`src/rtl/mem_bus_arbiter_if.sv`:
```
// Bundle of every bus signal around the two-master memory arbiter:
// the two requester links (m0_*, m1_*), the shared slave link (s_*),
// and the arbiter status outputs.
// The "slave" modport is the arbiter's own view: it serves the masters.
// The "master" modport is the environment's view: the masters and the memory.
interface mem_bus_arbiter_if;
    logic        m0_read;
    logic        m0_write;
    logic [2:0]  m0_option;
    logic [31:0] m0_address;
    logic [31:0] m0_write_data;
    logic [31:0] m0_read_data;
    logic        m0_response;
    logic        m0_error;

    logic        m1_read;
    logic        m1_write;
    logic [2:0]  m1_option;
    logic [31:0] m1_address;
    logic [31:0] m1_write_data;
    logic [31:0] m1_read_data;
    logic        m1_response;
    logic        m1_error;

    logic        s_read;
    logic        s_write;
    logic [2:0]  s_option;
    logic [31:0] s_address;
    logic [31:0] s_write_data;
    logic [31:0] s_read_data;
    logic        s_response;

    logic [1:0]  grant;
    logic        busy;

    modport slave (
        input  m0_read, m0_write, m0_option, m0_address, m0_write_data,
        output m0_read_data, m0_response, m0_error,
        input  m1_read, m1_write, m1_option, m1_address, m1_write_data,
        output m1_read_data, m1_response, m1_error,
        output s_read, s_write, s_option, s_address, s_write_data,
        input  s_read_data, s_response,
        output grant, busy
    );

    modport master (
        output m0_read, m0_write, m0_option, m0_address, m0_write_data,
        input  m0_read_data, m0_response, m0_error,
        output m1_read, m1_write, m1_option, m1_address, m1_write_data,
        input  m1_read_data, m1_response, m1_error,
        input  s_read, s_write, s_option, s_address, s_write_data,
        output s_read_data, s_response,
        input  grant, busy
    );
endinterface

```
`src/rtl/mem_bus_arbiter.sv`:
```
// Two-master memory bus arbiter. The winning request is captured into
// registers that drive the slave for the whole transaction. The completion
// (or a watchdog abort) is returned to the granted master as a one-cycle
// response pulse one cycle later.
module mem_bus_arbiter #(
    parameter int RR_ENABLE = 1,
    parameter int TIMEOUT   = 255,
    parameter int CNT_W     = 8
) (
    input logic              clk,
    input logic              reset,
    mem_bus_arbiter_if.slave io_bus
);

    typedef enum logic [1:0] {IDLE, BUSY, DONE} state_t;

    localparam logic [CNT_W-1:0] LP_LAST_CNT = CNT_W'(TIMEOUT - 1);

    state_t      r_state;
    state_t      w_state_next;

    logic        r_s_read;
    logic        r_s_write;
    logic [2:0]  r_s_option;
    logic [31:0] r_s_address;
    logic [31:0] r_s_write_data;
    logic [31:0] r_m0_read_data;
    logic [31:0] r_m1_read_data;
    logic        r_m0_response;
    logic        r_m1_response;
    logic        r_error;
    logic [1:0]  r_grant;
    logic        r_last_grant;
    logic [CNT_W-1:0] r_cnt;

    logic        w_req0;
    logic        w_req1;
    logic        w_win;
    logic        w_pick1;
    logic        w_timeout;

    // Decode requests and pick a winner; on a tie, round-robin prefers whoever did not win last.
    always_comb begin
        w_req0    = io_bus.m0_read | io_bus.m0_write;
        w_req1    = io_bus.m1_read | io_bus.m1_write;
        w_win     = w_req0 | w_req1;
        w_pick1   = w_req1 & (~w_req0 | ((RR_ENABLE != 0) & ~r_last_grant));
        w_timeout = (TIMEOUT != 0) && (r_cnt == LP_LAST_CNT);
    end

    // Next-state logic: a response takes priority over the watchdog, and DONE always lasts one cycle.
    always_comb begin
        w_state_next = r_state;
        unique case (r_state)
            IDLE:    if (w_win) w_state_next = BUSY;
            BUSY:    if (io_bus.s_response || w_timeout) w_state_next = DONE;
            DONE:    w_state_next = IDLE;
            default: w_state_next = IDLE;
        endcase
    end

    // State register.
    always_ff @(posedge clk) begin
        if (reset) r_state <= IDLE;
        else       r_state <= w_state_next;
    end

    // Datapath: capture the winner, count busy cycles, and collect the completion for the owner.
    always_ff @(posedge clk) begin
        if (reset) begin
            r_s_read       <= 1'b0;
            r_s_write      <= 1'b0;
            r_s_option     <= '0;
            r_s_address    <= '0;
            r_s_write_data <= '0;
            r_m0_read_data <= '0;
            r_m1_read_data <= '0;
            r_m0_response  <= 1'b0;
            r_m1_response  <= 1'b0;
            r_error        <= 1'b0;
            r_grant        <= 2'b00;
            r_last_grant   <= 1'b1;
            r_cnt          <= '0;
        end else begin
            unique case (r_state)
                IDLE: begin
                    if (w_win) begin
                        if (w_pick1) begin
                            r_s_read       <= io_bus.m1_read & ~io_bus.m1_write;
                            r_s_write      <= io_bus.m1_write;
                            r_s_option     <= io_bus.m1_option;
                            r_s_address    <= io_bus.m1_address;
                            r_s_write_data <= io_bus.m1_write_data;
                            r_grant        <= 2'b10;
                        end else begin
                            r_s_read       <= io_bus.m0_read & ~io_bus.m0_write;
                            r_s_write      <= io_bus.m0_write;
                            r_s_option     <= io_bus.m0_option;
                            r_s_address    <= io_bus.m0_address;
                            r_s_write_data <= io_bus.m0_write_data;
                            r_grant        <= 2'b01;
                        end
                        r_last_grant <= w_pick1;
                        r_cnt        <= '0;
                    end
                end
                BUSY: begin
                    r_cnt <= r_cnt + 1'b1;
                    if (io_bus.s_response || w_timeout) begin
                        r_s_read      <= 1'b0;
                        r_s_write     <= 1'b0;
                        r_error       <= ~io_bus.s_response;
                        r_m0_response <= r_grant[0];
                        r_m1_response <= r_grant[1];
                        if (r_grant[1])
                            r_m1_read_data <= io_bus.s_response ? io_bus.s_read_data : 32'h0;
                        else
                            r_m0_read_data <= io_bus.s_response ? io_bus.s_read_data : 32'h0;
                    end
                end
                DONE: begin
                    r_m0_response <= 1'b0;
                    r_m1_response <= 1'b0;
                    r_error       <= 1'b0;
                    r_grant       <= 2'b00;
                end
                default: begin
                    r_grant <= 2'b00;
                end
            endcase
        end
    end

    assign io_bus.s_read        = r_s_read;
    assign io_bus.s_write       = r_s_write;
    assign io_bus.s_option      = r_s_option;
    assign io_bus.s_address     = r_s_address;
    assign io_bus.s_write_data  = r_s_write_data;
    assign io_bus.m0_read_data  = r_m0_read_data;
    assign io_bus.m1_read_data  = r_m1_read_data;
    assign io_bus.m0_response   = r_m0_response;
    assign io_bus.m1_response   = r_m1_response;
    assign io_bus.m0_error      = r_m0_response & r_error;
    assign io_bus.m1_error      = r_m1_response & r_error;
    assign io_bus.grant         = r_grant;
    assign io_bus.busy          = (r_state != IDLE);

endmodule

```
`src/flat_wrapper.sv`:
```
// flat-port wrapper written by rule: the top's interface ports become plain ports
module mem_bus_arbiter_flat 
#(
    parameter int RR_ENABLE = 1,
    parameter int TIMEOUT   = 255,
    parameter int CNT_W     = 8
)
  (clk, reset, io_bus_m0_read, io_bus_m0_write, io_bus_m0_option, io_bus_m0_address, io_bus_m0_write_data, io_bus_m0_read_data, io_bus_m0_response, io_bus_m0_error, io_bus_m1_read, io_bus_m1_write, io_bus_m1_option, io_bus_m1_address, io_bus_m1_write_data, io_bus_m1_read_data, io_bus_m1_response, io_bus_m1_error, io_bus_s_read, io_bus_s_write, io_bus_s_option, io_bus_s_address, io_bus_s_write_data, io_bus_s_read_data, io_bus_s_response, io_bus_grant, io_bus_busy);
  mem_bus_arbiter_if io_bus_i ();
  input logic clk;
  input logic reset;
  input wire logic [$bits(io_bus_i.m0_read)-1:0] io_bus_m0_read;
  input wire logic [$bits(io_bus_i.m0_write)-1:0] io_bus_m0_write;
  input wire logic [$bits(io_bus_i.m0_option)-1:0] io_bus_m0_option;
  input wire logic [$bits(io_bus_i.m0_address)-1:0] io_bus_m0_address;
  input wire logic [$bits(io_bus_i.m0_write_data)-1:0] io_bus_m0_write_data;
  output wire logic [$bits(io_bus_i.m0_read_data)-1:0] io_bus_m0_read_data;
  output wire logic [$bits(io_bus_i.m0_response)-1:0] io_bus_m0_response;
  output wire logic [$bits(io_bus_i.m0_error)-1:0] io_bus_m0_error;
  input wire logic [$bits(io_bus_i.m1_read)-1:0] io_bus_m1_read;
  input wire logic [$bits(io_bus_i.m1_write)-1:0] io_bus_m1_write;
  input wire logic [$bits(io_bus_i.m1_option)-1:0] io_bus_m1_option;
  input wire logic [$bits(io_bus_i.m1_address)-1:0] io_bus_m1_address;
  input wire logic [$bits(io_bus_i.m1_write_data)-1:0] io_bus_m1_write_data;
  output wire logic [$bits(io_bus_i.m1_read_data)-1:0] io_bus_m1_read_data;
  output wire logic [$bits(io_bus_i.m1_response)-1:0] io_bus_m1_response;
  output wire logic [$bits(io_bus_i.m1_error)-1:0] io_bus_m1_error;
  output wire logic [$bits(io_bus_i.s_read)-1:0] io_bus_s_read;
  output wire logic [$bits(io_bus_i.s_write)-1:0] io_bus_s_write;
  output wire logic [$bits(io_bus_i.s_option)-1:0] io_bus_s_option;
  output wire logic [$bits(io_bus_i.s_address)-1:0] io_bus_s_address;
  output wire logic [$bits(io_bus_i.s_write_data)-1:0] io_bus_s_write_data;
  input wire logic [$bits(io_bus_i.s_read_data)-1:0] io_bus_s_read_data;
  input wire logic [$bits(io_bus_i.s_response)-1:0] io_bus_s_response;
  output wire logic [$bits(io_bus_i.grant)-1:0] io_bus_grant;
  output wire logic [$bits(io_bus_i.busy)-1:0] io_bus_busy;
  assign io_bus_i.m0_read = io_bus_m0_read;
  assign io_bus_i.m0_write = io_bus_m0_write;
  assign io_bus_i.m0_option = io_bus_m0_option;
  assign io_bus_i.m0_address = io_bus_m0_address;
  assign io_bus_i.m0_write_data = io_bus_m0_write_data;
  assign io_bus_m0_read_data = io_bus_i.m0_read_data;
  assign io_bus_m0_response = io_bus_i.m0_response;
  assign io_bus_m0_error = io_bus_i.m0_error;
  assign io_bus_i.m1_read = io_bus_m1_read;
  assign io_bus_i.m1_write = io_bus_m1_write;
  assign io_bus_i.m1_option = io_bus_m1_option;
  assign io_bus_i.m1_address = io_bus_m1_address;
  assign io_bus_i.m1_write_data = io_bus_m1_write_data;
  assign io_bus_m1_read_data = io_bus_i.m1_read_data;
  assign io_bus_m1_response = io_bus_i.m1_response;
  assign io_bus_m1_error = io_bus_i.m1_error;
  assign io_bus_s_read = io_bus_i.s_read;
  assign io_bus_s_write = io_bus_i.s_write;
  assign io_bus_s_option = io_bus_i.s_option;
  assign io_bus_s_address = io_bus_i.s_address;
  assign io_bus_s_write_data = io_bus_i.s_write_data;
  assign io_bus_i.s_read_data = io_bus_s_read_data;
  assign io_bus_i.s_response = io_bus_s_response;
  assign io_bus_grant = io_bus_i.grant;
  assign io_bus_busy = io_bus_i.busy;
  mem_bus_arbiter #(.RR_ENABLE(RR_ENABLE), .TIMEOUT(TIMEOUT), .CNT_W(CNT_W)) u_core (.clk(clk), .reset(reset), .io_bus(io_bus_i));
endmodule
```
`config.mk`:
```
export PLATFORM = sky130hd
export DESIGN_NAME = mem_bus_arbiter_flat
export DESIGN_NICKNAME = d
export VERILOG_FILES = /design/src/rtl/mem_bus_arbiter_if.sv /design/src/rtl/mem_bus_arbiter.sv /design/src/flat_wrapper.sv
export SDC_FILE = /design/constraint.sdc
export NUM_CORES = 1
export LEC_CHECK = 0
export ABC_AREA = 1
export CAP_MARGIN = 20
export CORE_UTILIZATION = 30
export CTS_CLUSTER_DIAMETER = 60
export DETAILED_ROUTE_END_ITERATION = 10
export GPL_TIMING_DRIVEN = 1
export PLACE_DENSITY = 0.65
export SYNTH_ARGS = -nofsm -noshare
export SYNTH_HDL_FRONTEND = slang
export SYNTH_SLANG_ARGS = --single-unit
```
`constraint.sdc`:
```
create_clock -name clk -period 2.5 [get_ports clk]
set_input_delay 0.75 -clock clk [delete_from_list [all_inputs] [get_ports clk]]
set_output_delay 0.75 -clock clk [all_outputs]
set_load 0.005 [all_outputs]
```
==> out/metrics.cfg, run 1 <==
[outcome]
status = finished clean

[yosys]
yosys_warnings = 0
syn-num-nets = 1108
yosysUniqueCellTypes = 33
synth_top_family_by_area = simple AND/OR/NAND/NOR gates
syn_inst = 933
ys_seq_elements = 149
seq_area_frac_synth_pct = 45.0
synth-compound-area-share_pct = 10.2
synthAdderAreaFrac_pct = 0.377
yosys.area_share.simple_pct = 33.7
syn_avg_cell_area_um2 = 7.11
synthesis.area_um2 = 6630
synth.area.mux_share_pct = 0
synth-xor-area-share_pct = 0

[layout]
drive_gt1_share_pct = 5.66
final_nets = 1382
stdcell_count = 1500
post-route-util_pct = 48.8
syn2layout_area_growth_pct = 60.0
seqCellArea_um2 = 2980
antenna_cells = 0
final_cell_area_um2 = 10600
multi_input_area_um2 = 2950
fillCellCount = 2196

[grt]
grt_max_degree = 80
grt_pass1_vias = 7057
grt_pass1_wl_um = 36300
gr-total-overflow = 0
antenna_found_initial = 0
grt_usage_pct = 20.6

[clocking]
tritoncts = built
cts_resized = 0
clk_latency_ps = 410
cts_buffers = 17
htree_levels = 4
cts_sinks = 149
hold_buffers = 0
ctsLongestPathBuffers = 2
clk_pin_slew_worst_paths_ps = 60
cts_setup_buffers = 0
cts_root_buf = clkbuf_16

[worst_hold_path]
whs_path_depth = 2
holdCritPathClass = flop to flop

[placement]
post-place-ws_ps = 54.7
hpwl_um = 16500
io_buffer_count = 312
placed_cells = 1468
place_area_um2 = 9990
gp_congestion = 0.813

[pwr]
ir_drop_uv = 424
fin_total_pwr_mw = 7.21
netSwitchingFraction_pct = 28.0
p_per_area_nw_per_um2 = 680
clkPwrFrac_pct = 38.1
power.switching_mw = 2.02
p_int_mw = 5.19
combPwrFrac_pct = 24.0
power_frac_seq_pct = 37.9
p_leak_nw = 4.29

[detailed_routing]
first_iter_violations = 447
wire_per_inst_um = 15.8
wl_um = 23700
dr.pass1.iters = 5
num_vias = 7235
drc_errors = 0
viasPerCell = 4.82
antenna_left = 0

[floorplanning]
rows = 54
die_x_um = 151
dieArea_um2 = 22700
initial_core_util_pct = 30.5
io_pins = 313
die_h_um = 151
core_area_um2 = 21800

[sta]
worstMarginPinSlew_ps = 732
fin_crit_sh_pct = 92.0
setup_slack_ps = 199
fmax_mhz = 435
fin_worst_skew_ps = 14.1
final.min_clock_period_ps = 2300
hold_viol_final = 0
drv_slew = 0
timing.hold.ws_ps = 476
setup_viol = 0
rsz0062_at_grt = false
timing.slew.headroom_pct = 51.2
setup-tns-final_ps = 0

[run]
drv_cap = 0

[critical_path]
required_ps = 1750
critPathCaptureType = primary output
crit_fanout = 4
r2r_cells = 11
cp_data_arrival_time_ps = 1550
crit_type = flop to primary output
startpoint_type = flop

[metal layers]
layer  track usage (%)  vias up  wire length (µm)
met5                 0        -                 0
met4              10.3        0               890
met3              7.03       45              2330
met2              33.2      303             10900
met1              24.3     3256              9660
li1                  -     3631                 -
[cell usage after synthesis, drive strengths merged]
cell type | n | share of area, %
a211oi | 1 | 0.11
a21oi | 15 | 1.2
a31oi | 67 | 6.3
buf | 40 | 3.8
clkbuf | 37 | 2.1
clkinv | 3 | 0.19
dfxtp | 149 | 45
ha | 2 | 0.38
inv | 82 | 4.7
nand2 | 221 | 13
nand3 | 77 | 5.9
nand3b | 1 | 0.11
nand4 | 74 | 7.0
nor2 | 127 | 7.7
nor3 | 3 | 0.23
o21ai | 32 | 2.5
o21bai | 1 | 0.11
or2 | 1 | 0.094
[cell type report]
class | instances | share of cell area (%)
clock inverters | 11 | 1.64
inverters | 85 | 3.04
repair buffers | 332 | 31.9
well taps | 280 | 3.30
clock buffers | 21 | 4.24
multi-input cells | 622 | 27.8
flip-flops and latches | 149 | 28.1
[placed cells by master (no fill, tap or decap), types with 3 or more instances in the layout]
| master | instances |
|---|---|
| clkdlybuf4s50_1 | 311 |
| nand2_1 | 217 |
| dfxtp_1 | 148 |
| nor2_1 | 123 |
| inv_1 | 79 |
| nand3_1 | 76 |
| nand4_1 | 74 |
| a31oi_1 | 67 |
| o21ai_1 | 17 |
| clkbuf_16 | 17 |
| a21oi_1 | 14 |
| o21ai_0 | 14 |
| buf_4 | 12 |
| buf_12 | 9 |
| inv_2 | 4 |
| bufinv_16 | 4 |
| nand2_2 | 3 |
| nor3_1 | 3 |
| clkinvlp_4 | 3 |
| clkbuf_1 | 3 |
[final timing paths]
| path | from | endpoint | slack (ps) |
|---|---|---|---|
| worst max-delay path | u_core.r_state[1]$_SDFFE_PP0P_ | io_bus_busy | 200 |
| worst min-delay path | u_core.io_bus.m0_read_data[16]$_SDFFE_PP0P_ | u_core.io_bus.m0_read_data[16]$_SDFFE_PP0P_ | 480 |
| worst max register to register | u_core.r_cnt[0]$_SDFFE_PP0P_ | u_core.io_bus.m0_read_data[3]$_SDFFE_PP0P_ | 810 |
| worst min register to register | u_core.io_bus.m0_read_data[16]$_SDFFE_PP0P_ | u_core.io_bus.m0_read_data[16]$_SDFFE_PP0P_ | 480 |
[power groups by stage]
stage                     clock [mW]  sequential [mW]  combinational, mW
final                           2.75             2.73               1.73
after global routing            2.91             2.76               1.89
after CTS                       2.81             2.73               1.75
after detailed placement           0             2.78               1.74
after global placement             0             2.78               1.73
after floorplan                    0             2.78              0.770
[flip-flops by register name (all words and copies together) (netlist names), 2 cells and up]
name / count
u_core.io_bus.s_write_data: 32
u_core.r_state: 2
u_core.io_bus.m1_read_data: 32
u_core.io_bus.s_option: 3
u_core.io_bus.s_address: 32
u_core.io_bus.grant: 2
u_core.io_bus.m0_read_data: 32
u_core.r_cnt: 8
[kinds of logic after synthesis]
group | count (synthesis)
flops | 149
compound gates | 116
simple gates | 504
fa+ha+maj | 2
buf+inv | 162
[worst max-delay path: stages, from the launching register on]
cell and delay, ps:
dfxtp_2 450, nor2_4 80, inv_1 60, clkdlybuf4s50_1 540
No activity file was read; power rests on OpenSTA's default activity.
==> run 2, diff against run 1 <==
--- a/config.mk
+++ b/config.mk
@@ -10,7 +10,7 @@
 export CORE_UTILIZATION = 30
 export CTS_CLUSTER_DIAMETER = 60
 export DETAILED_ROUTE_END_ITERATION = 10
-export GPL_TIMING_DRIVEN = 1
+export GPL_TIMING_DRIVEN = 0
 export PLACE_DENSITY = 0.65
 export SYNTH_ARGS = -nofsm -noshare
 export SYNTH_HDL_FRONTEND = slang
==> constraint.sdc (replaced) <==
create_clock -name clk -period 2.5 [get_ports clk]
set_input_delay 0.375 -clock clk [delete_from_list [all_inputs] [get_ports clk]]
set_output_delay 0.375 -clock clk [all_outputs]
set_load 0.005 [all_outputs]
==> out/metrics.cfg, run 2 (synthesized netlist as in run 1, its figures left out) <==
[outcome]
status = finished clean

[layout]
final_cell_mix = clkdlybuf4s50_1 (310), nand2_1 (218), dfxtp_1 (149)
mostFrequentLayoutCell = clkdlybuf4s50_1
drive_gt1_share_pct = 6.51
antenna_cells = 0
syn2layout_area_growth_pct = 60.6
final_nets = 1436

[clocking]
cts_root_buf = clkbuf_16
ctsLongestPathBuffers = 2
cts_resized = 0
cts_setup_buffers = 0
cts_buffers = 17
hold_buffers = 0
clk_pin_slew_worst_paths_ps = 60
htree_levels = 4
clk_latency_ps = 420
tritoncts = built
cts_sinks = 149

[grt]
antenna_found_initial = 0
grt_pass1_vias = 7137
grt_pass1_wl_um = 38500
gr-total-overflow = 0
grt_max_degree = 17
grt_usage_pct = 22.3

[placement]
gp_congestion = 0.870
io_buffer_count = 310
hpwl_um = 19700

[floorplanning]
initial_core_util_pct = 30.5
rows = 54
die_h_um = 151
core_area_um2 = 21800
io_pins = 313
die_x_um = 151
dieArea_um2 = 22700

[worst_hold_path]
whs_path_depth = 2
holdCritPathClass = flop to flop
min_from = u_core.io_bus.m0_read_data[16]$_SDFFE_PP0P_

[critical_path]
cp_cell_sequence = nor2_4 > inv_1 > clkdlybuf4s50_1
cp_data_arrival_time_ps = 1810
crit_type = flop to primary output
r2r_cells = 10
slowest_stage = nor2_4
required_ps = 2120
startpoint_type = flop
reg2reg_to = u_core.io_bus.m1_read_data[17]$_SDFFE_PP0P_
crit_fanout = 16
reg2reg_from = u_core.r_cnt[0]$_SDFFE_PP0P_
critPathCaptureType = primary output
regToRegSetupSlack_ps = 640
slowest_delay_ps = 450
crit_end = io_bus_busy
crit_start = u_core.r_state[1]$_SDFFE_PP0P_

[pwr]
p_int_mw = 4.89
p_per_area_nw_per_um2 = 661
power.switching_mw = 2.15
netSwitchingFraction_pct = 30.5
p_leak_nw = 4.32
clkPwrFrac_pct = 36.1
ir_drop_uv = 505
power_frac_seq_pct = 38.9
combPwrFrac_pct = 25.0

[sta]
hold_viol_final = 0
setup-tns-final_ps = 0
fin_worst_skew_ps = 11.7
timing.slew.headroom_pct = 47.1
fin_crit_sh_pct = 87.3
drv_slew = 0
rsz0062_at_grt = false
worstMarginPinSlew_ps = 793
fmax_mhz = 458
setup_viol = 0
timing.hold.ws_ps = 470
final.min_clock_period_ps = 2180

[detailed_routing]
top_layer_used = met4
wirelength_met1_um = 10200
met2_length_um = 12300
wire_per_inst_um = 16.6
routed-wl-met3_um = 2430
drc_errors = 0
wl_um = 25700
dr.pass1.iters = 5
viasPerCell = 4.85
first_iter_violations = 352
antenna_left = 0
num_vias = 7538

[run]
drv_cap = 0

==> run 2: cell types whose count changed in the layout (fill, tap and decap cells not counted), sizes merged <==
cell           previous run  this run
clkbuf                   21        54
buf                      21        40
inv                      85        90
bufinv                    4         1
clkdlybuf4s50           311       310
clkinv                    4         5
==> run 2: area by class of cell <==
type                            count  area (µm²)
Clock buffer                       18         429
Sequential cell                   149        2980
Inverter                           85         323
Timing Repair Buffer              310        3100
Tap cell                          280         350
Multi-Input combinational cell    622        2940
Buffer                             76         385
Fill cell                        2161       11100
Clock inverter                     14         141
==> run 2: power by group through the flow <==
stage / clock network (mW) / registers [mW] / logic [mW]
2_1_floorplan: 0 / 2.78 / 0.770
3_3_place_gp: 0 / 2.78 / 1.77
3_5_place_dp: 0 / 2.78 / 1.77
4_1_cts: 2.60 / 2.73 / 1.78
5_1_grt: 2.70 / 2.76 / 1.92
6_report: 2.54 / 2.73 / 1.76
==> run 2: worst max-delay path, delay by kind of cell (launching register included) <==
| kind | cells | cell delay (ps) |
|---|---|---|
| buffers and inverters | 2 | 530 |
| DFF | 1 | 410 |
| and+or+nand+nor | 1 | 450 |
==> run 2: worst min-delay path by stage <==
| stage | endpoint | slack (ps) |
|---|---|---|
| after floorplan | u_core.r_last_grant$_SDFFE_PP1P_ | 450 |
| after global placement | u_core.io_bus.m0_read_data[16]$_SDFFE_PP0P_ | 450 |
| after detailed placement | u_core.io_bus.m0_read_data[16]$_SDFFE_PP0P_ | 460 |
| after CTS | u_core.r_error$_SDFFE_PP0P_ | 460 |
| after global routing | u_core.io_bus.s_write_data[11]$_SDFFE_PP0P_ | 510 |
| final | u_core.io_bus.m0_read_data[16]$_SDFFE_PP0P_ | 470 |
==> run 2: stage by stage <==
step                      setup WS, ps  std cells  cell area [µm²]  total power, mW  util, %
after floorplan                   1060        933             6630             3.55        -
after global placement             174       1523            10100             4.55     46.4
after detailed placement           166       1523            10100             4.55     46.4
after CTS                         21.9       1555            10700             7.11     49.0
after global routing               208       1554            10700             7.38     49.0
final                              317       1554            10700             7.04     49.0
==> run 2: routing by layer <==
layer / GRT usage, % / vias to the layer above
met5: 0 / -
met4: 8.05 / 0
met3: 7.33 / 37
met2: 38.0 / 328
met1: 26.0 / 3426
li1: - / 3747
==> run 3, diff against run 2 <==
--- a/config.mk
+++ b/config.mk
@@ -7,6 +7,7 @@
 export LEC_CHECK = 0
 export ABC_AREA = 1
 export CAP_MARGIN = 20
+export CORE_MARGIN = 2
 export CORE_UTILIZATION = 30
 export CTS_CLUSTER_DIAMETER = 60
 export DETAILED_ROUTE_END_ITERATION = 10
==> out/metrics.cfg, run 3 (synthesized netlist as in run 1, its figures left out) <==
[outcome]
status = finished clean

[clocking]
ctsLongestPathBuffers = 2
clk_latency_ps = 430
cts_sinks = 149
cts_resized = 0
clk_pin_slew_worst_paths_ps = 60
cts_buffers = 17
cts_root_buf = clkbuf_16
tritoncts = built
htree_levels = 4

[layout]
antenna_cells = 0
final_cell_mix = clkdlybuf4s50_1 (310), nand2_1 (218), dfxtp_1 (149)
final_nets = 1436
drive_gt1_share_pct = 6.51
mostFrequentLayoutCell = clkdlybuf4s50_1
syn2layout_area_growth_pct = 61.5
final_cell_area_um2 = 10700
stdcell_count = 1554

[grt]
grt_max_degree = 17
grt_pass1_vias = 7166
gr-total-overflow = 0
grt_usage_pct = 21.7
antenna_found_initial = 0
grt_pass1_wl_um = 40000

[critical_path]
crit_start = u_core.r_state[1]$_SDFFE_PP0P_
critPathTopFamily = buffers and inverters
cp_cell_sequence = nor2_4 > inv_1 > clkdlybuf4s50_1
cp.depth = 3
reg2reg_to = u_core.r_cnt[4]$_SDFFE_PP0P_
crit_fanout = 16
path_buf_inv = 2
regToRegSetupSlack_ps = 630
cp_data_arrival_time_ps = 1810
reg2reg_from = u_core.r_state[1]$_SDFFE_PP0P_
startpoint_type = flop
r2r_cells = 7
slowest_stage = clkdlybuf4s50_1
required_ps = 2120
slowest_delay_ps = 460
crit_end = io_bus_busy
critPathCaptureType = primary output
crit_type = flop to primary output

[worst_hold_path]
holdCritPathClass = primary input to flop

[sta]
fmax_mhz = 457
final.min_clock_period_ps = 2190
setup_viol = 0
setup_slack_ps = 312
drv_slew = 0
setup-tns-final_ps = 0
fin_worst_skew_ps = 14.1
fin_crit_sh_pct = 87.5
timing.hold.ws_ps = 449
hold_viol_final = 0
rsz0062_at_grt = false
worstMarginPinSlew_ps = 660
timing.slew.headroom_pct = 56.0

[pwr]
power_frac_seq_pct = 37.5
ir_drop_uv = 387
power.switching_mw = 2.11
p_leak_nw = 4.35
clkPwrFrac_pct = 38.2
p_int_mw = 5.17
netSwitchingFraction_pct = 29.0
combPwrFrac_pct = 24.3
p_per_area_nw_per_um2 = 680

[placement]
io_buffer_count = 310
place_area_um2 = 10100
gp_congestion = 0.850
hpwl_um = 20000
placed_cells = 1523
post-place-ws_ps = 139

[detailed_routing]
num_vias = 7519
antenna_left = 0
first_iter_violations = 404
wire_per_inst_um = 16.8
dr.pass1.iters = 8
drc_errors = 0
viasPerCell = 4.84
wl_um = 26000

[floorplanning]
initial_core_util_pct = 30.5
die_h_um = 153
dieArea_um2 = 23300
die_x_um = 153
rows = 54
io_pins = 313
core_area_um2 = 21800

[run]
drv_cap = 0

## run 3: through the flow
| step | power (mW) | util, % |
|---|---|---|
| 3_3_place_gp | 4.55 | 46.4 |
| 6_report | 7.29 | 49.2 |
| 4_1_cts | 7.34 | 49.3 |
| 2_1_floorplan | 3.55 | - |
| 5_1_grt | 7.62 | 49.2 |
| 3_5_place_dp | 4.56 | 46.4 |
## run 3: cell type report
| class | count | area (µm²) |
|---|---|---|
| buffer | 76 | 385 |
| clock buffer | 18 | 429 |
| clock inverter | 14 | 201 |
| fill | 2209 | 11000 |
| inverter | 85 | 323 |
| multi-input combinational | 622 | 2940 |
| sequential | 149 | 2980 |
| tap | 280 | 350 |
| timing repair buffer | 310 | 3100 |
## run 3: tightest hold or removal path, cell delays in order
cell and delay, ps:
clkbuf_1 170, inv_1 170, nand2_1 70, o21ai_0 60
## run 3: repair_timing
action | 4_1_cts | 5_1_grt
buffers inserted | 0 | 0
endpoints found under the setup margin | 0 | 1
hold endpoints to repair | 0 | 0
hold buffers | 0 | 0
## run 3: metal layers
metal	vias to the layer above	wire length [µm]	track usage [%]
met5	-	0	0
met4	0	872	8.82
met3	52	2260	6.31
met2	345	12400	36.7
met1	3369	10500	25.8
li1	3753	-	-
## run 3: worst min-delay path by stage
stage | slack [ps] | start | end | depth (start not counted)
after global routing | 510 | u_core.io_bus.s_write_data[25]$_SDFFE_PP0P_ | u_core.io_bus.s_write_data[25]$_SDFFE_PP0P_ | 2
after global placement | 450 | u_core.io_bus.m0_read_data[13]$_SDFFE_PP0P_ | u_core.io_bus.m0_read_data[13]$_SDFFE_PP0P_ | 2
after detailed placement | 460 | u_core.io_bus.m0_read_data[13]$_SDFFE_PP0P_ | u_core.io_bus.m0_read_data[13]$_SDFFE_PP0P_ | 2
after CTS | 440 | io_bus_s_response | u_core.r_error$_SDFFE_PP0P_ | 4
after floorplan | 450 | u_core.r_last_grant$_SDFFE_PP1P_ | u_core.r_last_grant$_SDFFE_PP1P_ | 2
final | 450 | io_bus_s_response | u_core.r_error$_SDFFE_PP0P_ | 4
## run 3: power groups by stage
stage | Sequential (mW) | Clock [mW] | Combinational (mW)
floorplan | 2.78 | 0 | 0.770
global placement | 2.78 | 0 | 1.77
detailed placement | 2.78 | 0 | 1.78
CTS | 2.73 | 2.82 | 1.79
global route | 2.75 | 2.94 | 1.93
finish | 2.73 | 2.79 | 1.77
